==> src/rtl/xphm_rd_ctrl.sv <==
// xphm_rd_ctrl: sweeps XPHM head address ranges with credit-limited reads into an output FIFO stream
module xphm_rd_ctrl #(
  parameter int DATA_WIDTH = 64,
  parameter int ADDR_WIDTH = 10,
  parameter int RD_LATENCY = 3,
  parameter int FIFO_DEPTH = 8
) (
  input  logic                  clk,
  input  logic                  rst,
  input  logic                  start_pulse,
  input  logic [ADDR_WIDTH-1:0] base_addr,
  input  logic [15:0]           n_heads,
  input  logic [15:0]           n_rep,
  output logic                  busy,
  output logic                  done_pulse,
  output logic                  xphm_rd_en,
  output logic                  xphm_rd_last,
  output logic [ADDR_WIDTH-1:0] xphm_rd_addr,
  input  logic [DATA_WIDTH-1:0] xphm_dout,
  input  logic                  xphm_dout_vld,
  input  logic                  xphm_dout_last,
  output logic [DATA_WIDTH-1:0] m_tdata,
  output logic                  m_tvalid,
  input  logic                  m_tready,
  output logic                  m_tlast_rep,
  output logic                  m_tlast
);
  localparam int PW = $clog2(FIFO_DEPTH);
  localparam int CW = PW + 1;
  localparam int FW = $clog2(RD_LATENCY + 1);
  localparam int EW = DATA_WIDTH + 2;
  localparam logic [CW:0] DEPTH_W = (CW+1)'(FIFO_DEPTH);
  typedef enum logic [1:0] {IDLE, ISSUE, DRAIN} state_t;
  state_t r_state, w_next;
  logic [ADDR_WIDTH-1:0] r_base, r_addr, w_base;
  logic [15:0] r_nh, r_nr, r_hidx, r_ridx, r_ret, w_nh, w_nr, w_hidx, w_ridx;
  logic r_rd_en, r_last, r_done;
  logic [CW-1:0] r_inflight, r_count;
  logic [CW:0] w_used;
  logic [PW-1:0] r_wr, r_rd;
  logic [FW-1:0] r_flush;
  logic [EW-1:0] r_mem [FIFO_DEPTH];
  logic w_idle, w_start, w_degen, w_hlast, w_final, w_issue, w_push, w_pop, w_valid;
  assign w_idle  = r_state == IDLE;
  assign w_start = w_idle && start_pulse && r_flush == '0;
  assign w_degen = n_heads == 16'd0 || n_rep == 16'd0;
  // In IDLE the first read is issued straight from the command inputs so it appears one cycle after start
  assign w_base  = w_idle ? base_addr : r_base;
  assign w_nh    = w_idle ? n_heads : r_nh;
  assign w_nr    = w_idle ? n_rep : r_nr;
  assign w_hidx  = w_idle ? 16'd0 : r_hidx;
  assign w_ridx  = w_idle ? 16'd0 : r_ridx;
  assign w_hlast = w_hidx == w_nh - 16'd1;
  assign w_final = w_hlast && w_ridx == w_nr - 16'd1;
  assign w_used  = {1'b0, r_inflight} + {1'b0, r_count} + {{CW{1'b0}}, r_rd_en};
  assign w_issue = (w_start ? !w_degen : r_state == ISSUE) && w_used < DEPTH_W;
  assign w_push  = xphm_dout_vld && r_flush == '0;
  assign w_valid = r_count != '0;
  assign w_pop   = w_valid && m_tready;
  assign busy         = !w_idle;
  assign done_pulse   = r_done;
  assign xphm_rd_en   = r_rd_en;
  assign xphm_rd_last = r_last;
  assign xphm_rd_addr = r_addr;
  assign m_tvalid     = w_valid;
  assign {m_tdata, m_tlast_rep, m_tlast} = w_valid ? r_mem[r_rd] : '0;
  always_comb begin
    w_next = r_state;
    if (w_start && !w_degen)
      w_next = w_final ? DRAIN : ISSUE;
    else if (r_state == ISSUE && w_issue && w_final)
      w_next = DRAIN;
    else if (r_state == DRAIN && w_pop && m_tlast)
      w_next = IDLE;
  end
  always_ff @(posedge clk) begin
    if (rst) begin
      r_state    <= IDLE;
      r_rd_en    <= 1'b0;
      r_last     <= 1'b0;
      r_addr     <= '0;
      r_done     <= 1'b0;
      r_inflight <= '0;
      r_count    <= '0;
      r_wr       <= '0;
      r_rd       <= '0;
      r_hidx     <= '0;
      r_ridx     <= '0;
      r_ret      <= '0;
      r_flush    <= FW'(RD_LATENCY);
    end else begin
      r_state    <= w_next;
      r_rd_en    <= w_issue;
      r_last     <= w_issue && w_hlast;
      r_done     <= (w_start && w_degen) || (r_state == DRAIN && w_pop && m_tlast);
      r_flush    <= r_flush - FW'(r_flush != '0);
      r_inflight <= r_inflight + CW'(r_rd_en) - CW'(w_push);
      r_count    <= r_count + CW'(w_push) - CW'(w_pop);
      if (w_start) r_ret <= '0;
      else if (w_push && xphm_dout_last) r_ret <= r_ret + 16'd1;
      if (w_issue) begin
        r_addr <= w_base + w_hidx[ADDR_WIDTH-1:0];
        r_hidx <= w_hlast ? 16'd0 : w_hidx + 16'd1;
        r_ridx <= w_ridx + 16'(w_hlast);
      end
      if (w_push) r_wr <= r_wr + 1'b1;
      if (w_pop) r_rd <= r_rd + 1'b1;
    end
  end
  always_ff @(posedge clk) begin
    if (w_start) begin
      r_base <= base_addr;
      r_nh   <= n_heads;
      r_nr   <= n_rep;
    end
    if (w_push) r_mem[r_wr] <= {xphm_dout, xphm_dout_last, xphm_dout_last && r_ret == r_nr - 16'd1};
  end
  always_ff @(posedge clk)
    if (!rst) a_no_overflow: assert (!(w_push && !w_pop && r_count == CW'(FIFO_DEPTH)));
endmodule

==> config.mk <==
export PLATFORM = sky130hd
export DESIGN_NAME = xphm_rd_ctrl
export DESIGN_NICKNAME = d
export VERILOG_FILES = /design/src/rtl/xphm_rd_ctrl.sv
export SDC_FILE = /design/constraint.sdc
export NUM_CORES = 1
export LEC_CHECK = 0
export ABC_AREA = 1
export BUFFER_PORTS_ARGS = -buffer_cell sky130_fd_sc_hd__buf_2
export CORE_MARGIN = 4
export CORE_UTILIZATION = 61
export DETAILED_ROUTE_END_ITERATION = 8
export HOLD_SLACK_MARGIN = 0.05
export PLACE_DENSITY = 0.77
export SYNTH_ARGS = -nofsm -noshare
export SYNTH_HDL_FRONTEND = slang
export SYNTH_SLANG_ARGS = --single-unit
==> constraint.sdc <==
create_clock -name clk -period 5 [get_ports clk]
set_clock_uncertainty 0.15 [all_clocks]
set_input_delay 1 -clock clk [delete_from_list [all_inputs] [get_ports clk]]
set_output_delay 1 -clock clk [all_outputs]
set_load 0.05 [all_outputs]
**After elaboration in Yosys (flattened, before gate mapping)**

Memory sizes are Yosys's and may differ from the RTL's. A register that Yosys moved wholly into a read port is not among the register bits.
Index checks and enable logic that the tools add are counted.

- $add $sub $neg: 16
- Order comparisons: 1
- Eq/ne operators: 5
- Mux-type cells: 16
- Reductions and logical operators: 27

Operators by type and width:

| kind | number |
|---|---|
| 16-bit 2-to-1 mux | 5 |
| 66-bit 2-to-1 mux | 1 |
| 16-bit equality test | 3 |
| 16-bit by 1-bit subtractor with 16-bit output (second input constant) | 3 |
| 16-bit by 1-bit adder with 16-bit output (second input constant) | 2 |
| 16-bit logical NOT | 2 |
| 16-bit by 1-bit adder with 16-bit output | 1 |
| 1-bit logical AND | 15 |
| 10-bit adder | 1 |
| 10-bit 2-to-1 mux | 1 |
| 4-bit by 1-bit adder with 4-bit output | 2 |
| 2-bit 2-to-1 mux | 4 |
| 4-bit by 1-bit subtractor with 4-bit output | 2 |
| 3-bit by 1-bit adder with 3-bit output (second input constant) | 2 |
| 3-bit 2-to-1 mux | 2 |
| 4-bit by 4-bit adder with 5-bit output | 1 |
| 5-bit by 1-bit adder with 5-bit output | 1 |
| 5-bit by 4-bit < comparator with 1-bit output (second input constant) | 1 |
| 2-bit logical NOT | 2 |
| 4-bit nonzero test | 1 |
| 1-bit 2-to-1 mux | 3 |
| 3-bit nonzero test | 1 |
| 2-bit by 1-bit equality test with 1-bit output (second input constant) | 1 |
| 2-bit equality test (second input constant) | 1 |
| 5 further kinds | 7 |

- Bits in registers: 121
- RAM bits: 528
- Input bits: 112
- Output and inout bits: 81
- Logic and storage cells: 82
- Memories: 1

Memory list:

| memory | words | bits a word | read ports | clocked after memory_dff | wr ports | RTL line | text |
|---|---|---|---|---|---|---|---|
| r_mem | 8 | 66 | 1 | 1 | 1 | 42 | `logic [EW-1:0] r_mem [FIFO_DEPTH];` |

**Depth between registers and ports, before layout**

Gate-level depths: netlist of the first run.

- Depth in word-level cells: 9
- Depth in mapped cells: 28
- Depth with buffers taken out: 27

**Worst setup path before layout of the first run**

Ideal clock, no wire load.

- Path type: input -> register
- From: in xphm_dout_vld
- To: mem r_mem[0][0] in the netlist's numbering, enable pin
- Setup time: 0.490 ns
- Arrival: 4.093 ns
- Data required time: 4.360 ns
- Setup slack: 0.267 ns
- Cell stages on the path: 4
- Buffers on the path: 0
- Cell sequence: nand2_1 -> inv_2 -> nand2_1 -> nor2_1

- Cells in the longest elaborated chain, start to end: 3

Ends and longest elaborated chain:

| what | RTL line | text |
|---|---|---|
| start, declared | 20 | `input logic xphm_dout_vld,` |
| 1-bit logical AND | 57 | `assign w_push = xphm_dout_vld && r_flush == '0;` |
| via w_push | 43 | `logic w_idle, w_start, w_degen, w_hlast, w_final, w_issue, w_push, w_pop, w_valid;` |
| 1-bit 2-to-1 mux | 116 | `if (w_push) r_mem[r_wr] <= {xphm_dout, xphm_dout_last, xphm_dout_last && r_ret == r_nr - 16'd1};` |
| 1-bit 2-to-1 mux (implied by the code) | 116 |  |
| end, declared | 42 |  |

The timed path passes the listed nets, and every way through them passes these cells.

**Worst setup path after layout of the first run**

- From: reg r_state[1]
- To: reg r_ridx[14]

- Cells in the longest elaborated chain, start to end: 5
- Elaborated cells on any way between the ends: 12
- Those cells by class: add/sub: 2; eq/ne: 2; mux: 4; reduce/logical: 4

Ends and longest elaborated chain:

| what | RTL line | text |
|---|---|---|
| start, declared | 34 | `state_t r_state, w_next;` |
| start signal, assigned | 92 | `r_state <= w_next;` |
| 2-bit logical NOT | 44 | `assign w_idle = r_state == IDLE;` |
| 16-bit 2-to-1 mux or 1-bit logical AND (tied branches) | 49, 45 |  |
| 16-bit by 1-bit subtractor with 16-bit output or 1-bit logical AND (tied branches) | 53, 45 |  |
| 16-bit equality test or 1-bit 2-to-1 mux (tied branches) | 53, 56 |  |
| 16-bit by 1-bit adder with 16-bit output or 1-bit logical AND (tied branches) | 104, 56 |  |
| end signal, assigned | 104 | `r_ridx <= w_ridx + 16'(w_hlast);` |
| end, declared | 36 | `logic [15:0] r_nh, r_nr, r_hidx, r_ridx, r_ret, w_nh, w_nr, w_hidx, w_ridx;` |

Parallel ways exist; a longest one is shown, timed or not.
A chain may end at the register's enable or synchronous reset.

==> metrics, run 1 <==
number of maximum-capacitance constraint violations=0; worst hold margin=0.310 ns; initial drt markers=approximately 2,000; Final setup violation count=0; die boundary height=226 um; routed length per placed instance=19.5 um; clock tree from TritonCTS=built; area occupied by multi-input gates=a little over 0.009 mm2; Clock Latency Late Sink=0.60 ns; part of the total power dissipated in combinational logic=31.1%; number of nets in the synthesized netlist=2,909; Final Cycle Share=90.2%; number of clock sinks=~650; clk slew on worst S/H paths=0.06 ns; Crit path arrival time=4.83 ns; root buffer selected by CTS=clkbuf_16; Syn. warnings=0; count of endpoints failing hold in the final timing report=0; switching power of the nets=between 0.005 and 0.006 W; initial antenna violation count=8; largest voltage drop on the vdd net=0.478 mV; final wirelength=~70,000 um; Setup Total Neg Slack=0 ns; final weighted congestion in routability-driven placement=0.908; Seq pwr share=between 30% and 40%; router iterations before antenna repair=5; startpoint kind of the worst setup timing path=register; Placed Cells incl. Taps=roughly 3,500; Syn Std Cell Area=between 0.02 and 0.03 mm2; fin. max-slew vios=0; commonest cells after routing, fill and taps aside=570 x edfxtp_1, 507 x nor2_1, 388 x o21ai_0, 353 x nand2_1, 192 x buf_2; count of different cell masters after synthesis=54; # Post-CTS Setup Buffers=0; total placed instance area=0.0306 mm2; end of the critical path=r_ridx[14]$_SDFFE_PP0P_; maximum number of pins on one net before global-route repair=~170; clock power share=29.9%; final design instance area without fill=approximately 0.033 mm2; initial core utilization=62.1%; clock buffers created by TritonCTS=66; number of routed nets with antenna violations=0; highest achievable clock rate=0.222 GHz; Reg-to-Reg Start=r_state[1]$_SDFFE_PP0P_; via count of the first global-routing pass=20,800; fill cell total of the finished layout=approximately 3,300; maximum fanout encountered on the critical timing path=7; post-cts hold buffer count=0; register-to-register path setup slack=0.49 ns; area of the core=0.0469 mm2; most common cell after layout, fill and taps aside=edfxtp_1; Hold WC Path Type=register to register; data required time at the worst endpoint=~5.3 ns; share of layout cells above drive strength 1=13.8%; number of core rows=79; time the worst path needs with I/O delays and setup=4.51 ns; nets=3,064; Int Pwr=around 0.0098 W; area used by sequential logic in the layout=0.0188 mm2; aggregate global-route resource usage=between 20% and 30%; Worst Reg-to-Reg Cells=25; full die area=just over 0.05 mm2; count of flip-flops with a built-in enable after synthesis=570; remaining routing DRC violations=0; Final HPWL DP=between 40,000 and 50,000 um; overall power after layout=roughly 0.016 W; P per Cell Area=roughly 480 mW/mm2; reg-to-reg critical path endpoint=r_ridx[14]$_SDFFE_PP0P_; critical setup path kind=register to register; Layout area overhead=12.4%; top_reg_cell synth=edfxtp_1; H-tree lvl count=3; result of the run=finished, final reports clean; global-route wire length before repair=around 110,000 um; total number of vias=about 21,000; residual overflow from global routing=0; transition time of the tightest slew-check pin=1.03 ns; fraction of registers with async set or reset after synthesis=0%; static power due to leakage=12.0 nW; setup repair after global routing missed its margin=no; die boundary width=226 um; launching element of the worst setup path=r_state[1]$_SDFFE_PP0P_; maximum buffer depth of the clock tree=3; post-synthesis average cell area=between 10 and 15 um2; Finished Layout Cells=3,583; register area share after synthesis=64.5%; Resize count post-CTS=0; FF+latch count, synth=~650; count of input and output buffers=192; gate count of the mapped netlist=2,763; Slew HR=31.0%; vias per cell=roughly 5.9; num ports=193; kind of end point of the critical path=register; switching part of the total=37.0%
## worst min-delay path by stage
stage | slack [ns] | cells past startpoint | start | to
after global placement | 0.29 | 2 | r_flush[1]$_SDFF_PP1_ | r_flush[1]$_SDFF_PP1_
after detailed placement | 0.30 | 2 | r_flush[1]$_SDFF_PP1_ | r_flush[1]$_SDFF_PP1_
final | 0.31 | 2 | r_ridx[15]$_SDFFE_PP0P_ | r_ridx[15]$_SDFFE_PP0P_
after floorplan | 0.28 | 2 | r_ridx[15]$_SDFFE_PP0P_ | r_ridx[15]$_SDFFE_PP0P_
after CTS | 0.31 | 2 | r_flush[1]$_SDFF_PP1_ | r_flush[1]$_SDFF_PP1_
after global routing | 0.33 | 2 | r_ridx[15]$_SDFFE_PP0P_ | r_ridx[15]$_SDFFE_PP0P_
## sequential cells by signal, summed over array words and instances (netlist names), 4 cells and up, named ones only
| signal | cells |
|---|---|
| r_mem | 528 |
| r_hidx | 16 |
| r_nh | 16 |
| r_nr | 16 |
| r_ret | 16 |
| r_ridx | 16 |
| r_base | 10 |
| xphm_rd_addr | 10 |
| r_count | 4 |
| r_inflight | 4 |
## critical path, stage by stage (launching register included)
cell and delay, ns:
dfxtp_1 0.37, nor2_4 0.28, nand2_1 0.09, o21ai_1 0.18, ha_1 0.25, nand3_2 0.14
nor2_2 0.18, nor2_1 0.08, o21ai_0 0.21, nand2_1 0.12, a31oi_1 0.15, nand3_1 0.12
nor2_1 0.18, nand2_2 0.13, inv_1 0.08, ha_1 0.16, ha_1 0.19, nand2_1 0.11
nor4_4 0.32, nand3_1 0.17, nor2_2 0.16, nand3_1 0.14, nor3_2 0.16, o21ai_0 0.10
nand2_1 0.09, a21oi_1 0.06
## layout make-up
type                            count  area share [%]
Clock inverter                     24           0.555
Inverter                          172            2.01
Sequential cell                   652            57.4
Tap cell                          607            2.32
Clock buffer                       93            5.59
Antenna cell                        9          0.0689
Timing Repair Buffer              224            4.10
Multi-Input combinational cell   1802            27.9
## cell families after synthesis
| family | share of synthesized area [%] |
|---|---|
| DFF | 64.5 |
| buffers and inverters | 4.37 |
| adders and majority gates | 1.54 |
| xor gates and xnor gates | 2.14 |
| and+or+nand+nor | 15.9 |
| AOI/OAI and AO/OA | 11.6 |
## synthesized netlist by cell type (4+ instances only)
| library cell | count | share of area (%) |
|---|---|---|
| nand2_1 | 354 | 4.6 |
| inv_1 | 159 | 2.1 |
| a21oi_1 | 64 | 1.1 |
| nor4_1 | 11 | 0.24 |
| nor2_1 | 515 | 6.6 |
| nor2_2 | 11 | 0.24 |
| nand3_1 | 78 | 1.3 |
| a31oi_1 | 67 | 1.4 |
| nor3_1 | 17 | 0.29 |
| clkbuf_1 | 114 | 1.5 |
| buf_2 | 9 | 0.15 |
| dfxtp_1 | 82 | 5.6 |
| xnor2_1 | 20 | 0.60 |
| o21ai_1 | 24 | 0.41 |
| o21ai_0 | 388 | 6.7 |
| inv_2 | 10 | 0.13 |
| nand2_2 | 18 | 0.39 |
| xor2_1 | 51 | 1.5 |
| nor2_4 | 13 | 0.50 |
| edfxtp_1 | 570 | 59 |
| nand2_4 | 8 | 0.31 |
| ha_1 | 31 | 1.3 |
| buf_6 | 7 | 0.27 |
| o22ai_1 | 66 | 1.4 |
| or2_2 | 5 | 0.11 |
| a211oi_1 | 4 | 0.10 |
| nand4_1 | 17 | 0.37 |
| nand3_2 | 6 | 0.21 |
## power by group through the flow
stage	Clock (W)	Sequential (W)	Combinational [W]
after global routing	0.00492	0.00606	0.00520
final	0.00464	0.00606	0.00483
after floorplan	0	0.00619	0.00346
after global placement	0	0.00616	0.00469
after detailed placement	0	0.00617	0.00479
after CTS	0.00471	0.00605	0.00482
## metrics by stage
step / utilization, % / worst slack [ns]
after global routing: 69.7 / 0.0745
after detailed placement: 65.4 / 0.0475
after floorplan: - / 0.267
after global placement: 65.4 / 0.216
after CTS: 69.7 / 0.424
final: 69.7 / 0.490
## routing by layer
| layer | wire length, um | vias to the layer above | track usage (%) |
|---|---|---|---|
| met4 | 1940 | 2 | 8.96 |
| met1 | 28400 | 10200 | 35.6 |
| met5 | 13 | - | 0 |
| li1 | - | 9978 | - |
| met3 | 5330 | 140 | 5.09 |
| met2 | 34300 | 869 | 44.9 |
Note: power is estimated with default switching activity, not from simulation.
==> run 2: changes to the inputs <==
--- a/config.mk
+++ b/config.mk
@@ -5,13 +5,12 @@
 export SDC_FILE = /design/constraint.sdc
 export NUM_CORES = 1
 export LEC_CHECK = 0
-export ABC_AREA = 1
 export BUFFER_PORTS_ARGS = -buffer_cell sky130_fd_sc_hd__buf_2
 export CORE_MARGIN = 4
-export CORE_UTILIZATION = 61
+export CORE_UTILIZATION = 60
 export DETAILED_ROUTE_END_ITERATION = 8
 export HOLD_SLACK_MARGIN = 0.05
-export PLACE_DENSITY = 0.77
+export PLACE_DENSITY = 0.76
 export SYNTH_ARGS = -nofsm -noshare
 export SYNTH_HDL_FRONTEND = slang
 export SYNTH_SLANG_ARGS = --single-unit
==> metrics, run 2 <==
combinational family with the most area after synthesis=multiplexers; slowest cell delay on critical path=0.49 ns (+0.12 ns); initial drt markers=1,392 (-32%); aggregate global-route resource usage=24.8% (-2.0 points); number of maximum-capacitance constraint violations=0 (unchanged); global-route wire length before repair=96,300 um (-11%); Hold WC Path Type=register to register; top_reg_cell synth=edfxtp_1; result of the run=finished, final reports clean; Slew HR=22.1% (-8.8 points); number of nets in the synthesized netlist=1,947 (-33%); maximum buffer depth of the clock tree=3 (unchanged); routed length per placed instance=23.2 um (+19%); complex-gate fraction of the synthesized area=4.44% (-7.1 points); clk slew on worst S/H paths=0.06 ns (about the same); remaining routing DRC violations=0 (unchanged); most used routing layer in global routing=met2; final wirelength=61,800 um (-12%); fraction of registers with async set or reset after synthesis=0% (unchanged); Syn Std Cell Area=0.0279 mm2 (-3.9%); num ports=193 (unchanged); # Post-CTS Setup Buffers=0 (unchanged); register area share after synthesis=67.1% (+2.6 points); post-synthesis average cell area=15.5 um2 (+47%); share of the synthesized area in the top cell type=61.2% (+2.4 points); library cell occupying the most area in the post-synthesis netlist=edfxtp_1; largest register by flop count=r_mem; Resize count post-CTS=0 (unchanged); Clock Latency Late Sink=0.58 ns (-0.02 ns); H-tree lvl count=3 (unchanged); most common cell after layout, fill and taps aside=edfxtp_1; root buffer selected by CTS=clkbuf_16; Final Cycle Share=92.6% (+2.4 points); met1 global-route usage=34.0% (-1.6 points); clock tree from TritonCTS=built; count of flip-flops with a built-in enable after synthesis=570 (unchanged); vias per cell=6.18 (+4.4%); die boundary height=224 um (-1.1%); clock buffers created by TritonCTS=67 (+1.5%); startpoint kind of the worst setup timing path=register; count of input and output buffers=192 (unchanged); met2 layer usage reported by global route=41.7% (-3.2 points); number of routed nets with antenna violations=0 (unchanged); end-of-flow core utilization=70.3% (+0.56 points); adder-cell share of the synthesized area=1.60% (+0.062 points); fin. max-slew vios=0 (unchanged); FF+latch count, synth=652 (unchanged); met3 usage in global routing=4.56% (-0.53 points); commonest cells after routing, fill and taps aside=570 x edfxtp_1, 192 x buf_2, 171 x nor2_1, 133 x mux4_2, 101 x nand2_1; Setup Total Neg Slack=0 ns (unchanged); highest achievable clock rate=0.216 GHz (-2.6%); Final HPWL DP=36,300 um (-12%); final weighted congestion in routability-driven placement=0.878 (-3.3%); post-cts hold buffer count=0 (unchanged); critical setup path kind=register to register; post-synthesis share of cell area spent on xor and xnor gates=3.17% (+1.0 points); residual overflow from global routing=0 (unchanged); nets=2,152 (-30%); maximum fanout encountered on the critical timing path=22 (+15); flip-flop count of the largest register after layout=528 (unchanged); transition time of the tightest slew-check pin=1.16 ns (+0.136 ns); router iterations before antenna repair=7 (+2); Final setup violation count=0 (unchanged); kind of end point of the critical path=register; initial antenna violation count=8 (unchanged); basic-gate share of the synthesized area counting and, or, nand and nor cells=8.25% (-7.6 points); multiplexer area fraction after synthesis=13.6% (+14 points); cells along the critical path=nor2_4, mux2i_2, ha_2, nand3_2, or2_1, or4b_1, a21oi_2, o211ai_1, nor2_1, ha_2, nand3_2, nor3_2, and3_1, and4_1, and3_4, nand3_1, or3_1, a21oi_1; via count of the first global-routing pass=16,700 (-20%); most area-consuming cells after synthesis=edfxtp_1 61%, mux4_2 11%, dfxtp_1 5.9%; number of core rows=78 (-1.3%); Crit path arrival time=5.00 ns (+0.17 ns); Layout area overhead=14.9%; list of most frequent post-synthesis cells=570 x edfxtp_1, 173 x nor2_1, 133 x mux4_2, 101 x nand2_1, 82 x dfxtp_1; maximum number of pins on one net before global-route repair=67 (-61%); share of layout cells above drive strength 1=24.5% (+11 points); count of endpoints failing hold in the final timing report=0 (unchanged); die boundary width=224 um (-1.1%); area of the core=0.0457 mm2 (-2.5%); Syn. warnings=0 (unchanged); full die area=0.0501 mm2 (-2.2%); slowest stage cell on the critical path=or4b_1; data required time at the worst endpoint=5.37 ns (+0.05 ns); count of different cell masters after synthesis=77 (+43%); total number of vias=16,500 (-22%); worst hold margin=0.305 ns (-0.00522 ns); time the worst path needs with I/O delays and setup=4.63 ns (+0.119 ns); P per Cell Area=477 mW/mm2 (+0.43%); gate count of the mapped netlist=1,801 (-35%); setup repair after global routing missed its margin=no; initial core utilization=61.2% (-0.88 points); most repeated cell in the gate-level netlist after synthesis=edfxtp_1; static power due to leakage=10.8 nW (-10%); number of clock sinks=652 (unchanged); largest voltage drop on the vdd net=0.464 mV (-3.0%)
## run 2: kinds of logic (layout without fill, tap and decap cells)
kind of cell	count (synthesis)	count (layout)
AOI/OAI and AO/OA	201	201
xor gates and xnor gates	101	101
adders and majority gates	34	34
buffers and inverters	130	389
DFF	652	652
muxes	212	212
other	0	5
and+or+nand+nor	471	471
## run 2: where the power goes
group          leakage (nW)  switching, W  internal, W
clock network          1.10       0.00205      0.00307
logic                  3.87       0.00266      0.00138
registers              5.79      0.000194      0.00598
total                  10.8       0.00490       0.0104
## run 2: through the flow
| step | setup WS, ns | instances | instance area (um2) | power [W] |
|---|---|---|---|---|
| after floorplan | -2.01 | 1801 | 28100 | 0.00929 |
| after global placement | 0.0761 | 2537 | 29800 | 0.0103 |
| after detailed placement | 0.0382 | 2537 | 29800 | 0.0104 |
| after CTS | 0.387 | 2660 | 32100 | 0.0155 |
| after global routing | 0.0680 | 2662 | 32100 | 0.0160 |
| final | 0.371 | 2665 | 32100 | 0.0153 |
## run 2: final timing paths
check | startpoint | end | slack, ns | cells past startpoint
setup / recovery | r_state[1]$_SDFFE_PP0P_ | r_ridx[15]$_SDFFE_PP0P_ | 0.37 | 18
hold / removal | xphm_rd_addr[5]$_SDFFE_PP0P_ | xphm_rd_addr[5]$_SDFFE_PP0P_ | 0.30 | 2
setup reg to reg | r_state[1]$_SDFFE_PP0P_ | r_ridx[15]$_SDFFE_PP0P_ | 0.37 | 18
hold reg to reg | xphm_rd_addr[5]$_SDFFE_PP0P_ | xphm_rd_addr[5]$_SDFFE_PP0P_ | 0.30 | 2
## run 2: worst max-delay path: cells and delay by family, from the launching register on
family / cells / cell delay [ns]
multiplexers: 1 / 0.28
AO/OA/AOI/OAI: 3 / 0.43
adder cells (fa/ha/maj): 2 / 0.46
flip-flops: 1 / 0.47
AND/OR/NAND/NOR: 12 / 2.74
## run 2: layer usage
layer,share of wire (%),wire length [um]
met1,40,24900
met2,51,31300
met3,7.1,4380
met4,1.8,1110
met5,0.12,77
## run 2: final cells by class
class,instances,area [um2]
fillers,2904,13600
diodes,5,12.5
repair buffers,234,1400
multi-input cells,1019,8800
clock inverters,35,427
clock buffers,88,1830
inverters,32,120
flip-flops and latches,652,18800
well taps,600,751
